File: config.mk
export PLATFORM = sky130hd
export DESIGN_NAME = alu_issue
export DESIGN_NICKNAME = d
export VERILOG_FILES = /design/src/rtl/alu_pkg.sv /design/src/rtl/reg_file4.sv /design/src/rtl/alu_issue.sv
export SDC_FILE = /design/constraint.sdc
export NUM_CORES = 1
export LEC_CHECK = 0
export CAP_MARGIN = 0
export CORE_ASPECT_RATIO = 1.25
export CORE_MARGIN = 1
export CORE_UTILIZATION = 53
export DETAILED_ROUTE_END_ITERATION = 10
export GPL_ROUTABILITY_DRIVEN = 0
export MAX_ROUTING_LAYER = met4
export PLACE_DENSITY = 0.9
export SLEW_MARGIN = 20
export SYNTH_ARGS = -nofsm -noshare
export SYNTH_HDL_FRONTEND = slang
export SYNTH_SLANG_ARGS = --single-unit
export TNS_END_PERCENT = 100
File: constraint.sdc
create_clock -name clk -period 2.2 [get_ports clk]
set_clock_uncertainty 0.15 [all_clocks]
set_input_delay 0.22 -clock clk [delete_from_list [all_inputs] [get_ports clk]]
set_output_delay 0.22 -clock clk [all_outputs]
set_load 0.005 [all_outputs]
File: src/rtl/alu_pkg.sv
// Shared definitions for the ALU issue/writeback slice.
// Holds the op encodings, the instruction field positions, the register
// count and the layout of the decoded X-stage entry.
package alu_pkg;

   localparam int NREGS = 4;

   localparam logic [3:0] OP_AND = 4'd0;
   localparam logic [3:0] OP_OR  = 4'd1;
   localparam logic [3:0] OP_NOT = 4'd2;
   localparam logic [3:0] OP_XOR = 4'd3;
   localparam logic [3:0] OP_ADD = 4'd4;
   localparam logic [3:0] OP_SUB = 4'd5;

   // Common: bit 8 selects S-type (1) or C-type (0)
   localparam int I_TYPE  = 8;

   // C-type fields
   localparam int C_OP_HI = 7;
   localparam int C_OP_LO = 4;
   localparam int C_RD_HI = 3;
   localparam int C_RD_LO = 2;
   localparam int C_RS_HI = 1;
   localparam int C_RS_LO = 0;

   // S-type fields
   localparam int S_DIR   = 7;
   localparam int S_RD_HI = 6;
   localparam int S_RD_LO = 5;
   localparam int S_SH_HI = 4;
   localparam int S_SH_LO = 2;

   typedef struct packed {
      logic       valid;
      logic       illegal;
      logic [1:0] rd;
      logic       s_or_c;
      logic       shift_dir;
      logic [3:0] op;
      logic [7:0] in1;
      logic [7:0] in2;
   } x_stage_t;

endpackage

File: src/rtl/reg_file4.sv
// 4x8 register file with two combinational read ports and two write ports.
// Ports:
//   clk, rst_n               clock, async active-low reset (all regs -> REG_INIT)
//   rd_addr_a/rd_data_a      read port A
//   rd_addr_b/rd_data_b      read port B
//   alu_wr_en/addr/data      write port for retiring ALU results
//   ext_wr_en/addr/data      external loader write port
// When both write ports hit the same address on one edge, the external
// write is kept because it is the newer event.
module reg_file4
   import alu_pkg::*;
#(
   parameter logic [7:0] REG_INIT = 8'h00
) (
   input  logic       clk,
   input  logic       rst_n,
   input  logic [1:0] rd_addr_a,
   output logic [7:0] rd_data_a,
   input  logic [1:0] rd_addr_b,
   output logic [7:0] rd_data_b,
   input  logic       alu_wr_en,
   input  logic [1:0] alu_wr_addr,
   input  logic [7:0] alu_wr_data,
   input  logic       ext_wr_en,
   input  logic [1:0] ext_wr_addr,
   input  logic [7:0] ext_wr_data
);

   logic [7:0] regs [NREGS];

   assign rd_data_a = regs[rd_addr_a];
   assign rd_data_b = regs[rd_addr_b];

   always_ff @(posedge clk or negedge rst_n) begin
      if (!rst_n) begin
         for (int i = 0; i < NREGS; i++) begin
            regs[i] <= REG_INIT;
         end
      end else begin
         for (int i = 0; i < NREGS; i++) begin
            if (ext_wr_en && ext_wr_addr == 2'(i)) begin
               regs[i] <= ext_wr_data;
            end else if (alu_wr_en && alu_wr_addr == 2'(i)) begin
               regs[i] <= alu_wr_data;
            end
         end
      end
   end

endmodule

File: src/rtl/alu_issue.sv
// Issue/writeback stage in front of alu/alu_control.
// Decodes one 9-bit instruction per cycle into ALU control fields, reads
// operands (with forwarding from the in-flight X entry) and retires the
// returned ALU result into the register file.
// Ports:
//   clk, rst_n                       clock, async active-low reset
//   instr_valid, instr, instr_ready  instruction handshake (ready = !ext_wr_en)
//   ext_wr_en/addr/data              external register load
//   s_or_c, shift_dir, op_in         control to alu_control (from X register)
//   alu_in1, alu_in2                 operands to alu (from X register)
//   alu_out                          combinational ALU result
//   wb_valid, wb_rd, wb_data         registered writeback report
//   illegal                          registered pulse for a retired illegal op
module alu_issue
   import alu_pkg::*;
#(
   parameter logic [7:0] REG_INIT = 8'h00
) (
   input  logic       clk,
   input  logic       rst_n,
   input  logic       instr_valid,
   input  logic [8:0] instr,
   output logic       instr_ready,
   input  logic       ext_wr_en,
   input  logic [1:0] ext_wr_addr,
   input  logic [7:0] ext_wr_data,
   output logic       s_or_c,
   output logic       shift_dir,
   output logic [3:0] op_in,
   output logic [7:0] alu_in1,
   output logic [7:0] alu_in2,
   input  logic [7:0] alu_out,
   output logic       wb_valid,
   output logic [1:0] wb_rd,
   output logic [7:0] wb_data,
   output logic       illegal
);

   x_stage_t   x_q;
   x_stage_t   x_d;
   logic       accept;
   logic       is_shift;
   logic       dec_illegal;
   logic [1:0] dec_rd;
   logic [1:0] dec_rs;
   logic [7:0] rf_rd_data;
   logic [7:0] rf_rs_data;
   logic [7:0] opnd_rd;
   logic [7:0] opnd_rs;
   logic       fwd_ok;
   logic       retire;

   assign instr_ready = rst_n & ~ext_wr_en;
   assign accept      = instr_valid & instr_ready;

   assign is_shift    = instr[I_TYPE];
   assign dec_rd      = is_shift ? instr[S_RD_HI:S_RD_LO] : instr[C_RD_HI:C_RD_LO];
   assign dec_rs      = instr[C_RS_HI:C_RS_LO];
   assign dec_illegal = !is_shift && (instr[C_OP_HI:C_OP_LO] > OP_SUB);

   // An illegal X entry never writes back, so it must not be forwarded.
   assign fwd_ok  = x_q.valid & ~x_q.illegal;
   assign opnd_rd = (fwd_ok && x_q.rd == dec_rd) ? alu_out : rf_rd_data;
   assign opnd_rs = (fwd_ok && x_q.rd == dec_rs) ? alu_out : rf_rs_data;

   assign retire  = x_q.valid & ~x_q.illegal;

   reg_file4 #(
      .REG_INIT (REG_INIT)
   ) u_rf (
      .clk         (clk),
      .rst_n       (rst_n),
      .rd_addr_a   (dec_rd),
      .rd_data_a   (rf_rd_data),
      .rd_addr_b   (dec_rs),
      .rd_data_b   (rf_rs_data),
      .alu_wr_en   (retire),
      .alu_wr_addr (x_q.rd),
      .alu_wr_data (alu_out),
      .ext_wr_en   (ext_wr_en),
      .ext_wr_addr (ext_wr_addr),
      .ext_wr_data (ext_wr_data)
   );

   // Non-valid fields are held when nothing is accepted so the ALU-facing
   // outputs keep their previous values while X is empty.
   always_comb begin
      x_d       = x_q;
      x_d.valid = 1'b0;
      if (accept) begin
         x_d.valid     = 1'b1;
         x_d.illegal   = dec_illegal;
         x_d.rd        = dec_rd;
         x_d.s_or_c    = is_shift;
         x_d.shift_dir = is_shift & instr[S_DIR];
         x_d.op        = is_shift ? 4'b0000 : instr[C_OP_HI:C_OP_LO];
         x_d.in1       = opnd_rd;
         x_d.in2       = is_shift ? {5'b0, instr[S_SH_HI:S_SH_LO]} : opnd_rs;
      end
   end

   always_ff @(posedge clk or negedge rst_n) begin
      if (!rst_n) begin
         x_q      <= '0;
         wb_valid <= 1'b0;
         wb_rd    <= 2'b00;
         wb_data  <= 8'h00;
         illegal  <= 1'b0;
      end else begin
         x_q      <= x_d;
         wb_valid <= retire;
         illegal  <= x_q.valid & x_q.illegal;
         if (retire) begin
            wb_rd   <= x_q.rd;
            wb_data <= alu_out;
         end
      end
   end

   assign s_or_c    = x_q.s_or_c;
   assign shift_dir = x_q.shift_dir;
   assign op_in     = x_q.op;
   assign alu_in1   = x_q.in1;
   assign alu_in2   = x_q.in2;

endmodule

# ---- Word-level counts from Yosys, hierarchy flattened
# Cells that the tools add are included.
dict set report word_totals {
  elab_cells 74
  in_bits 31
  register_bits 70
  out_inout_bits 35
}
dict set report op_classes {
  n_lt_le_gt_ge 3
  bitwise_logic 9
  n_eq_ne 8
  n_mux 20
  reduce_logical 18
}
# operator count
set ops {}
lappend ops {{two-way mux 8 bit} 15}
lappend ops {{binary-select mux 8 bit (select 2 bit)} 2}
lappend ops {{two-way mux 26 bit} 1}
lappend ops {{logical AND 1 bit} 11}
lappend ops {{== test 2 bit, second input constant} 4}
lappend ops {{nonzero test 2 bit} 4}
lappend ops {{>= comparator 3 bit, second input constant} 2}
lappend ops {{inverter 2 -> 3 bit} 2}
lappend ops {{bitwise AND 1 bit} 5}
lappend ops {{== test 2 x 1 -> 1 bit, second input constant} 2}
lappend ops {{== test 2 bit} 2}
lappend ops {{greater-than comparator 4 x 3 -> 1 bit, second input constant} 1}
lappend ops {{logical NOT 2 bit} 2}
lappend ops {{two-way mux 4 bit} 1}
lappend ops {{two-way mux 2 bit} 1}
lappend ops {{inverter 1 bit} 2}
lappend ops {{logical NOT 1 bit} 1}

# ---- Logic depth before layout (Yosys ltp)
dict set report depth {
  depth_word 7
  mapped_depth 7
  mapped_depth_nobuf 6
}

# ---- Hierarchy
# From an unflattened synthesis, not the netlist that was laid out.
dict set report unflattened {
  hier_cells 382
  area_unflattened_um2 3843.7
}
# mod instances area_per_inst_um2 cells_per_inst seq_area_each_um2
set by_module_without_submodules {}
lappend by_module_without_submodules {reg_file4 1 1981.9 204 800.8}
lappend by_module_without_submodules {alu_issue 1 1861.8 178 950.9}

# ---- Worst setup path before layout
# OpenSTA, ideal clock, no wires.
dict set report synth_timing {
  kind {register to register}
  start {register x_q[24] in the netlist's numbering}
  end {register u_rf.regs[24] in the netlist's numbering}
  arrival_ps 1542
  n_path_buf 1
  slack_ps 364
  stages_incl_launch_ff 6
  required_ps 1905
  synth_period_minus_slack_ps 1836
  setup_time_ps 145
  path_cell_list {dfrtp_1 > nand2b_1 > clkbuf_1 > nor3_2 > mux2i_1 > o21ai_0}
}
dict set report synth_between {
  elab_chain_cells 4
}
# item line
set synth_lines {}
lappend synth_lines {{from (decl)} alu_issue.sv:39} ;# x_stage_t x_q;
lappend synth_lines {{from (signal assigned)} alu_issue.sv:104} ;# x_q <= '0;
lappend synth_lines {{from (signal assigned)} alu_issue.sv:110} ;# x_q <= x_d;
lappend synth_lines {{inverter 1 bit} alu_issue.sv:66} ;# assign retire = x_q.valid & ~x_q.illegal;
lappend synth_lines {{bitwise AND 1 bit} alu_issue.sv:66}
lappend synth_lines {{logical AND 1 bit} reg_file4.sv:43} ;# end else if (alu_wr_en && alu_wr_addr == 2'(i)) begin
lappend synth_lines {{nonzero test 2 bit (no line)} -}
lappend synth_lines {{to (signal, indexed assignment)} reg_file4.sv:42} ;# regs[i] <= ext_wr_data;
lappend synth_lines {{to (signal, indexed assignment)} reg_file4.sv:44} ;# regs[i] <= alu_wr_data;
lappend synth_lines {{to (decl)} reg_file4.sv:29} ;# logic [7:0] regs [NREGS];
# Every way passes these cells.
# A chain may end at the register's enable or synchronous reset.

# ---- Final worst setup path
dict set report layout_timing {
  start {input instr[8]}
  end {register x_q (netlist bit alu_in1[6])}
}
dict set report layout_between {
  elab_chain_cells 6
  word_cells_on_any_way 8
  cone_classes {eq/ne: 1; mux: 5; bitwise: 1; reduce/logical: 1}
}
# item line
set layout_lines {}
lappend layout_lines {{from (decl)} alu_issue.sv:22} ;# input logic [8:0] instr,
lappend layout_lines {{two-way mux 2 bit *} alu_issue.sv:57} ;# assign dec_rd = is_shift ? instr[S_RD_HI:S_RD_LO] : instr[C_RD_HI:C_RD_LO];
lappend layout_lines {{inverter 2 -> 3 bit (implied by the code)} reg_file4.sv:31} ;# assign rd_data_a = regs[rd_addr_a];
lappend layout_lines {{binary-select mux 8 bit (select 2 bit)} reg_file4.sv:31}
lappend layout_lines {{two-way mux 8 bit (implied by the code) (2 in series)} reg_file4.sv:31}
lappend layout_lines {{two-way mux 8 bit *} alu_issue.sv:63} ;# assign opnd_rd = (fwd_ok && x_q.rd == dec_rd) ? alu_out : rf_rd_data;
# Every way passes the cells marked *; elsewhere a longest branch is shown, timed or not. The select of a mux whose other input is x is not followed.

==> tab_implementation.tex <==
\begin{tabular}{lr}
\hline
Metric & Value \\
\hline
\multicolumn{2}{l}{\textbf{Global route}} \\
Global routing usage on met3 & 0.05024 \\
Overall Global Routing Usage & 0.2788 \\
Sum of overflow across all layers after global routing & 0 \\
Met1 routing resource usage after global routing & 0.2992 \\
Wire length of the first global-routing pass & 14860 um \\
Number of global-route vias before repair & 3008 \\
Initial antenna violation count & 0 \\
Maximum number of pins on one net before global-route repair & 71 \\
Met2 Usage GRT & 0.4963 \\
Busiest layer in global routing & met2 \\
\multicolumn{2}{l}{\textbf{Floorplan}} \\
Die Span X & 77.07 um \\
Std cell rows & 33 \\
Effective utilization at floorplan & 0.5582 \\
Die outline height & 95.84 um \\
Full die area & 7386 um2 \\
CORE AREA & 6689 um2 \\
Ports & 66 \\
\multicolumn{2}{l}{\textbf{CTS}} \\
Post-cts repair resize count & 0 \\
H-tree depth & 3 \\
Clock sinks & 70 \\
Post-cts hold buffer count & 0 \\
Clock tree from TritonCTS & built \\
Num CTS Buffers & 9 \\
Max Root-Sink Buffers & 2 \\
Clk root buf & clkbuf\_8 \\
Clock insertion delay at the later pin of the skew report & 360 ps \\
Clock input transition at the sequential cells of the worst setup and hold paths & 80 ps \\
Post CTS Setup Buffer Count & 0 \\
\multicolumn{2}{l}{\textbf{Timing}} \\
Unrepaired setup endpoints after global routing & false \\
Timing-limited maximum frequency & 483.7 MHz \\
Count of final setup violators & 0 \\
Final-layout worst hold slack & -3.369 ps \\
Max-slew headroom & 0.4121 \\
Transition time of the tightest slew-check pin & 881.9 ps \\
Clock period minus final worst setup slack & 2068 ps \\
Max-slew violation count & 0 \\
Post-route clock period utilization & 0.9398 \\
Final count of hold timing violations & 2 \\
\multicolumn{2}{l}{\textbf{Setup path}} \\
Arr. time, crit path & 2160 ps \\
Worst path slowest cell & clkdlybuf4s50\_1 \\
Critical Path RT & 2290 ps \\
Number of cells on the worst reg-to-reg path & 4 \\
Crit end category & register \\
Count of cell instances traversed by the critical path & 6 \\
Crit path largest cell delay & 560 ps \\
Minimum setup slack among reg-to-reg paths & 230 ps \\
Critical path buffers and inverters & 2 \\
Startpoint-to-endpoint class of the critical path & input pin to register \\
Type of origin of the critical path & input pin \\
Largest delay share family, worst path & multiplexers \\
Crit-path max FO & 9 \\
Critical Path, Cell by Cell & clkdlybuf4s50\_1 -> mux2i\_4 -> buf\_12 -> mux4\_2 -> o311a\_1 -> a221o\_1 \\
\multicolumn{2}{l}{\textbf{Cells and area}} \\
Area of combinational cells with multiple inputs & 1745 um2 \\
Fillers & 459 \\
Layout overhead on the synthesized area & 25.80\% \\
Area occupied by registers & 1752 um2 \\
Number of nets in the layout & 419 \\
Antenna cells & 0 \\
Number of cells in the finished layout apart from fillers & 480 \\
Share of post-route cells with drive strength above 1 & 0.1628 \\
\multicolumn{2}{l}{\textbf{Status}} \\
Result of the run & complete, but fails checks \\
Violated checks & hold timing \\
\multicolumn{2}{l}{\textbf{Min path}} \\
Kind of path behind the tightest hold check & input pin to async pin \\
\multicolumn{2}{l}{\textbf{Yosys}} \\
Number of enable-type register cells in the synthesized netlist & 0 \\
Most common cell in the synthesized netlist & dfrtp\_1 \\
Main synth FF type & dfrtp\_1 \\
Cell types with the largest area share after synthesis & dfrtp\_1 47\%, mux2i\_1 11\%, mux4\_2 5.4\% \\
Largest area contributor in the synthesized netlist & dfrtp\_1 \\
Total of flip-flops plus latches after synthesis & 70 \\
Count of unique library cells instantiated by Yosys & 34 \\
Async S/R FF share, synth & 1.000 \\
Mapped Cells & 327 \\
Area share of the leading cell type in the synthesized netlist & 0.4692 \\
Yosys warns & 0 \\
Synthesized area per cell & 11.42 um2 \\
Post-Synthesis Net Count & 358 \\
Post-synthesis instance area & 3734 um2 \\
Portion of the post-synthesis area used by sequential elements & 0.4692 \\
Most numerous cell types in the synthesized netlist & 70 x dfrtp\_1, 43 x nand2\_1, 40 x mux2i\_1, 37 x o21ai\_0, 20 x buf\_4 \\
\multicolumn{2}{l}{\textbf{Detailed routing}} \\
Detailed-route DRC error count & 0 \\
Detail Route Antenna Nets & 0 \\
Via total after detailed routing & 2908 \\
Wirelength per Cell & 19.15 um \\
Number of vias per cell after detailed routing & 6.058 \\
Router iterations before antenna repair & 4 \\
Final wirelength & 9190 um \\
Initial detailed-routing violation count & 245 \\
\multicolumn{2}{l}{\textbf{Power and ir drop}} \\
P\_leak & 2.179 nW \\
Power density of the placed cells & 867.8 nW/um2 \\
Maximum resistive drop on vdd & 0.4899 mV \\
\multicolumn{2}{l}{\textbf{Place}} \\
Post-DP HPWL & 6720 um \\
Post-placement cell count & 464 \\
IO Port Bufs & 65 \\
\multicolumn{2}{l}{\textbf{Flow run}} \\
Max-capacitance violation count & 0 \\
\hline
\end{tabular}
-- worst paths after layout --
path / from / endpoint
max: instr[8] / alu_in1[6]$_DFFE_PN0P_
min: rst_n / u_rf.regs[25]$_DFFE_PN0P_
max reg2reg: x_q[22]$_DFFE_PN0P_ / alu_in2[5]$_DFFE_PN0P_
min reg2reg: shift_dir$_DFFE_PN0P_ / shift_dir$_DFFE_PN0P_
max in group asynchronous: rst_n / s_or_c$_DFFE_PN0P_
min in group clk: shift_dir$_DFFE_PN0P_ / shift_dir$_DFFE_PN0P_
-- per-layer routing --
metal / routed length [um] / up-vias
met5: 0 / -
met4: 269 / 0
met3: 467 / 25
met2: 4961 / 126
met1: 3492 / 1478
li1: - / 1279
-- sequential cells by signal, summed over array words and instances, names as in the netlist --
name	count
wb_data	8
op_in	4
alu_in2	8
x_q	4
s_or_c	1
shift_dir	1
wb_valid	1
u_rf.regs	32
alu_in1	8
wb_rd	2
illegal	1
-- per-stage QoR --
stage          area (um2)  worst slack (ps)  TNS, ps    util  total power, mW
3_5_place_dp         4456            -201.5    -1441  0.6661            2.852
6_report             4697             132.4        0  0.7022            4.076
5_1_grt              4697             82.30        0  0.7022            4.260
4_1_cts              4697             163.5        0  0.7022            4.080
3_3_place_gp         4456            -139.1   -932.8  0.6661            2.776
2_1_floorplan        3734             363.5        0       -            2.361
-- report_power, final --
group	switching, mW	internal, mW	total [mW]	leakage, nW
Sequential	0.219	1.56	1.78	0.861
Clock	0.499	0.735	1.23	0.119
Combinational	0.419	0.644	1.06	1.20
-- cell type report --
| class | count | area share |
|---|---|---|
| inverter | 3 | 0.002397 |
| tap | 87 | 0.02318 |
| clock buffer | 12 | 0.03516 |
| timing repair buffer | 89 | 0.1785 |
| clock inverter | 4 | 0.01625 |
| sequential | 70 | 0.3729 |
| multi-input combinational | 215 | 0.3716 |
-- layout by cell type, fill, tap and decap left out, types with 2 or more instances in the layout --
cell type / instances
a21oi_1: 14
a221o_1: 8
and3_1: 3
buf_4: 23
bufinv_16: 2
clkbuf_8: 12
clkdlybuf4s50_1: 64
dfrtp_1: 70
inv_1: 3
mux2_2: 8
mux2i_1: 40
mux2i_4: 2
mux4_1: 7
mux4_2: 9
nand2_1: 43
nand2b_1: 6
nand3_1: 2
nand3b_1: 3
nor2_1: 10
nor2b_1: 8
o21ai_0: 37
xor2_1: 2
-- kinds of logic (layout without fill, tap and decap cells) --
| kind of cell | Yosys count | count (layout) | synth area share |
|---|---|---|---|
| multiplexers | 66 | 66 | 0.2470 |
| AND/OR/NAND/NOR | 80 | 80 | 0.1042 |
| buffers and inverters | 42 | 108 | 0.06334 |
| flip-flops | 70 | 70 | 0.4692 |
| XOR/XNOR | 4 | 4 | 0.01140 |
| AO/OA/AOI/OAI | 65 | 65 | 0.1049 |
Power figures use the tool's default switching activity.
